===== src/rtl/io_uart_tx.sv =====
// IO-bus responder for the RV32 SOC: LED register, TX byte FIFO and an 8N1 UART transmitter.
// Register selects are one-hot on word address bits [4:2]; reads are combinational.
module io_uart_tx #(
  parameter int CLKS_PER_BIT = 234,
  parameter int FIFO_DEPTH   = 16
) (
  input  logic        clk,
  input  logic        reset,
  input  logic [31:0] IO_mem_addr,
  input  logic [31:0] IO_mem_wdata,
  input  logic        IO_mem_wr,
  output logic [31:0] IO_mem_rdata,
  output logic        uart_tx,
  output logic [5:0]  leds
);

  localparam int AW = $clog2(FIFO_DEPTH);
  localparam int CW = AW + 1;
  localparam int BW = $clog2(CLKS_PER_BIT);
  localparam logic [BW-1:0] BAUD_MAX = BW'(CLKS_PER_BIT - 1);

  typedef enum logic [1:0] {IDLE, START, DATA, STOP} tx_state_t;

  logic sel_leds, sel_dat, sel_ctrl;
  logic [7:0]    fifo_mem [FIFO_DEPTH];
  logic [AW-1:0] wr_ptr, rd_ptr;
  logic [CW-1:0] count;
  logic          fifo_full, fifo_empty;
  logic          push_req, push, pop;
  logic          overflow;

  tx_state_t     state, state_next;
  logic [BW-1:0] baud, baud_next;
  logic [7:0]    shreg, shreg_next;
  logic [2:0]    bit_idx, bit_idx_next;
  logic          tx_next, baud_zero, tx_idle;

  logic [31:0] count_wide;
  logic [4:0]  count_field;
  logic [31:0] ctrl_word;
  logic        unused_bits;

  assign sel_leds = IO_mem_addr[2];
  assign sel_dat  = IO_mem_addr[3];
  assign sel_ctrl = IO_mem_addr[4];

  assign fifo_full  = (count == CW'(FIFO_DEPTH));
  assign fifo_empty = (count == '0);
  assign push_req   = IO_mem_wr & sel_dat;
  assign push       = push_req & ~fifo_full;
  assign baud_zero  = (baud == '0);
  assign tx_idle    = fifo_empty & (state == IDLE);

  always_ff @(posedge clk or posedge reset) begin
    if (reset) begin
      leds <= '0;
    end else if (IO_mem_wr && sel_leds) begin
      leds <= IO_mem_wdata[5:0];
    end
  end

  // Full is judged on the pre-edge count, so a push while full is lost even if a pop frees a slot.
  always_ff @(posedge clk or posedge reset) begin
    if (reset) begin
      wr_ptr   <= '0;
      rd_ptr   <= '0;
      count    <= '0;
      overflow <= 1'b0;
    end else begin
      if (push) wr_ptr <= wr_ptr + 1'b1;
      if (pop)  rd_ptr <= rd_ptr + 1'b1;
      case ({push, pop})
        2'b10:   count <= count + 1'b1;
        2'b01:   count <= count - 1'b1;
        default: count <= count;
      endcase
      if (push_req && fifo_full)
        overflow <= 1'b1;
      else if (IO_mem_wr && sel_ctrl && IO_mem_wdata[10])
        overflow <= 1'b0;
    end
  end

  always_ff @(posedge clk) begin
    if (push) fifo_mem[wr_ptr] <= IO_mem_wdata[7:0];
  end

  always_ff @(posedge clk or posedge reset) begin
    if (reset) begin
      state   <= IDLE;
      baud    <= '0;
      shreg   <= '0;
      bit_idx <= '0;
      uart_tx <= 1'b1;
    end else begin
      state   <= state_next;
      baud    <= baud_next;
      shreg   <= shreg_next;
      bit_idx <= bit_idx_next;
      uart_tx <= tx_next;
    end
  end

  always_comb begin
    state_next = state;
    case (state)
      IDLE:    if (!fifo_empty) state_next = START;
      START:   if (baud_zero) state_next = DATA;
      DATA:    if (baud_zero && bit_idx == 3'd7) state_next = STOP;
      STOP:    if (baud_zero) state_next = fifo_empty ? IDLE : START;
      default: state_next = IDLE;
    endcase
  end

  // The line value is computed one cycle ahead so uart_tx itself is a flop.
  always_comb begin
    pop          = 1'b0;
    baud_next    = baud_zero ? baud : baud - 1'b1;
    shreg_next   = shreg;
    bit_idx_next = bit_idx;
    tx_next      = uart_tx;
    case (state)
      IDLE: begin
        if (!fifo_empty) begin
          pop        = 1'b1;
          shreg_next = fifo_mem[rd_ptr];
          baud_next  = BAUD_MAX;
          tx_next    = 1'b0;
        end
      end
      START: begin
        if (baud_zero) begin
          tx_next      = shreg[0];
          bit_idx_next = '0;
          baud_next    = BAUD_MAX;
        end
      end
      DATA: begin
        if (baud_zero) begin
          baud_next = BAUD_MAX;
          if (bit_idx == 3'd7) begin
            tx_next = 1'b1;
          end else begin
            bit_idx_next = bit_idx + 1'b1;
            shreg_next   = {1'b0, shreg[7:1]};
            tx_next      = shreg[1];
          end
        end
      end
      STOP: begin
        if (baud_zero) begin
          if (!fifo_empty) begin
            pop        = 1'b1;
            shreg_next = fifo_mem[rd_ptr];
            baud_next  = BAUD_MAX;
            tx_next    = 1'b0;
          end else begin
            tx_next = 1'b1;
          end
        end
      end
      default: tx_next = 1'b1;
    endcase
  end

  // Count field saturates at 16 so deeper FIFOs still fit the 5-bit field.
  assign count_wide  = 32'(count);
  assign count_field = (count_wide > 32'd16) ? 5'd16 : count_wide[4:0];
  assign ctrl_word   = {21'b0, overflow, fifo_full, tx_idle, 3'b0, count_field};

  assign IO_mem_rdata = (sel_leds ? {26'b0, leds} : 32'b0) |
                        (sel_ctrl ? ctrl_word     : 32'b0);

  assign unused_bits = ^{IO_mem_addr[31:16], IO_mem_addr[15:5], IO_mem_addr[1:0],
                         IO_mem_wdata[31:11], IO_mem_wdata[9:8], count_wide[31:5]};

endmodule


===== config.mk =====
export PLATFORM = sky130hd
export DESIGN_NAME = io_uart_tx
export DESIGN_NICKNAME = d
export VERILOG_FILES = /design/src/rtl/io_uart_tx.sv
export SDC_FILE = /design/constraint.sdc
export NUM_CORES = 1
export LEC_CHECK = 0
export BUFFER_PORTS_ARGS = -buffer_cell sky130_fd_sc_hd__buf_2
export CAP_MARGIN = 20
export CORE_MARGIN = 2
export CORE_UTILIZATION = 50
export DETAILED_ROUTE_END_ITERATION = 10
export PLACE_DENSITY_LB_ADDON = 0.25
export SLEW_MARGIN = 20
export SYNTH_ARGS = -nofsm -noshare
export SYNTH_HDL_FRONTEND = slang
export SYNTH_SLANG_ARGS = --single-unit

===== constraint.sdc =====
create_clock -name clk -period 6.34 [get_ports clk]
set_clock_uncertainty 0.15 [all_clocks]
set_input_delay 0 -clock clk [delete_from_list [all_inputs] [get_ports clk]]
set_output_delay 0 -clock clk [all_outputs]
set_load 0.005 [all_outputs]

==> summary.txt <==
YS warnings -> 0
Final core occ -> 0.577
RR Startpoint -> baud[0]
First-pass DRT Iterations -> 5
Yosys top cell area share -> 0.516
Post-DR vias/cell -> 5.83
Detailed-route via count -> 4224
Fin nets -> 613
Count of pins over their slew limit -> 0
Final min period -> 3.37 ns
Distinct cells, synth -> 58
CP Data Required Time -> 6.54 ns
Slew headroom -> 0.322
Clock tree root driver cell -> clkbuf_16
# DRC -> 0
Post-route ant nets -> 0
CP Buf/Inv Count -> 2
Die ar. -> 15900 um^2
Num CTS Buffers -> 17
Share of cells above drive strength 1 -> 0.220
Leak -> 3.05 nW
Synth Flop Type -> edfxtp_1
Fillcell total -> 1135
# H-tree levels -> 4
GRT Residual Overflow -> 0
Worst setup margin -> 2.97 ns
Worst-Margin Slew -> 1.01 ns
Initial antenna violation count -> 0
Largest net degree at the start of global routing -> 43
Die height -> 126 um
Antenna diode instance count -> 0
Critical Path AT -> 3.57 ns
GPL Wtd Cong -> 0.803
Post-synth ARST share -> 0.247
Top achievable clock speed -> 0.297 GHz
Synth area leader -> edfxtp_1
Worst Path Max Fanout -> 5
Cell area after synthesis -> 7440 um^2
Syn Inst Count -> 482
Critical Path Stages -> 13
CTS sink cnt -> 170
Hold WC Path Type -> in2reg
Synth Register Bits -> 170
GRT Util Overall -> 0.198
R2R Path End -> count[4]
Worst skew pair latency -> 0.43 ns
Worst Setup Start Kind -> register
Sequential-to-total area share from yosys stat -> 0.658
Setup CP Type -> reg2reg
Drt wl/cell -> 20.3 um
Fin crit share -> 0.531
Critical path's largest stage delay -> 0.44 ns
Max-cap violations -> 0
CP max-delay cell -> dfrtp_1
I/O pin cnt -> 106
Status -> complete, no violations
Core box area -> 14500 um^2
DRT iter0 DRCs -> 286
WL final -> 14700 um
Final HPWL DP -> 9250 um
Final Non-Filler Cells -> 724
R2R depth -> 13
Setup WS pre-CTS -> 2.99 ns
PortBufs -> 30
Setup violations, final -> 0
Post-synth EDFFs -> 128
Hold Crit Endpoint -> leds[4]
Initial Util -> 0.512
Synth top area cells -> edfxtp_1 (52%), dfrtp_1 (14%), mux4_2 (9.7%)
Area Growth Syn to Fin -> 12.6%
Hold slack -> 0.0124 ns
Post-Place Cells -> 679
Top-count cell post-synth -> edfxtp_1
Maximum VDD drop -> 0.289 mV
First-pass GRT wire length -> 23300 um
Hold-critical path depth -> 3
Worst-path clk slew -> 0.06 ns
CTS tree -> done
Synth cell count leaders -> edfxtp_1 (128), dfrtp_1 (41), a21oi_1 (34)
R2R Setup Slk -> 2.97 ns
Cell Rows -> 44
Synthesized area per cell -> 15.4 um^2
Setup TNS Final -> 0 ns
Unrepaired setup endpoints after global routing -> false
DIE WIDTH -> 126 um
Final hold violations -> 0
Clock buffer depth -> 2
Cell family contributing the most delay on the critical path -> simple AND/OR/NAND/NOR gates
Vias in the first global route -> 4281
Critical path capture point type -> register
Worst Hold Launch -> IO_mem_addr[2]
Pwr/cell area -> 452 nW/um^2
Critical-path cell list -> inv_1 -> ha_1 -> nor2b_1 -> a41oi_1 -> nor3_2 -> ha_1 -> inv_1 -> fa_1 -> nor2b_1 -> o21ai_0 -> and3_1 -> nor3_1 -> xor2_1
power by group:
part | leakage, nW | internal, mW | switching, mW
Combinational | 1.13 | 0.576 | 0.680
Clock | 0.264 | 0.550 | 0.440
Sequential | 1.66 | 1.36 | 0.177
what timing repair did:
| item | in CTS | in global routing |
|---|---|---|
| hold endpoints to repair | 180 | 0 |
| setup buffers | 0 | 0 |
| gates resized for setup | 0 | 0 |
| hold buffers | 13 | 0 |
final cells by class:
cell class	instances	area (um^2)	area share
inverters	15	56.3	0.00672
multi-input cells	276	2320	0.277
flip-flops and latches	170	4900	0.584
clock inverters	13	133	0.0158
well taps	184	230	0.0275
repair buffers	47	310	0.0370
clock buffers	19	433	0.0516
cell usage in the layout, fill, tap and decap left out, types with 2 or more instances in the layout:
cell           instances
o21a_1                 4
dfrtp_2                2
a21oi_1               34
and2_1                 3
inv_1                 13
nand2_1               25
dlygate4sd3_1         13
nand4_1                2
o21ai_0               10
edfxtp_1             128
o22ai_1                2
buf_2                 30
a22o_1                10
nor2b_1                6
xor2_1                 5
mux2_2                 8
a22oi_1               16
inv_6                  5
dfrtp_1               39
o31ai_1                3
ha_1                  18
mux4_2                32
clkinvlp_4             4
o21ai_1                2
nand2b_1               4
nor2_1                25
nor3_1                 6
clkinv_4               2
clkbuf_16             17
xnor2_1                8
clkbuf_1               2
conb_1                23
nor3_2                 3
and3_1                 3
buf_4                  4
worst register-to-register path: stages (launching register included):
cell     delay [ns]
dfrtp_1        0.44
inv_1          0.09
ha_1           0.16
nor2b_1        0.27
a41oi_1        0.19
nor3_2         0.40
ha_1           0.33
inv_1          0.11
fa_1           0.42
nor2b_1        0.12
o21ai_0        0.09
and3_1         0.19
nor3_1         0.18
xor2_1         0.16
cells by family (layout without fill, tap and decap cells):
logic type / after synthesis / after routing / share of synthesized area
simple gates: 89 / 89 / 0.0604
other cells: 1 / 23 / 0.000504
compound gates: 91 / 91 / 0.0800
mux: 41 / 41 / 0.110
buf+inv: 58 / 94 / 0.0427
xor+xnor: 13 / 13 / 0.0153
fa+ha+maj: 19 / 19 / 0.0330
flops: 170 / 170 / 0.658
sequential cells by signal, indices dropped and copies added (netlist names):
signal,cells
fifo_mem,128
baud,8
shreg,8
leds,6
count,5
rd_ptr,4
wr_ptr,4
bit_idx,3
state,2
overflow,1
uart_tx,1
layer usage:
metal / global-route usage / routed length [um] / vias up
met1: 0.261 / 6280 / 2180
met2: 0.322 / 7290 / 132
met5: 0 / 0 / -
li1: - / - / 1887
met3: 0.0484 / 814 / 25
met4: 0.0756 / 291 / 0
how the worst max path moves through the flow:
stage	start	end	slack (ns)
after floorplan	state[0]	count[4]	3.48
after global placement	baud[0]	count[4]	3.06
after detailed placement	baud[0]	count[4]	2.99
after CTS	baud[0]	count[4]	2.96
after global routing	baud[0]	count[4]	2.72
final	baud[0]	count[4]	2.97
through the flow:
stage,power (mW),area (um^2)
after floorplan,2.52,7520
after global placement,2.76,7690
after global routing,4.03,8380
after detailed placement,2.81,7690
final,3.79,8380
after CTS,3.81,8380
No activity file was read; power rests on OpenSTA's default activity.
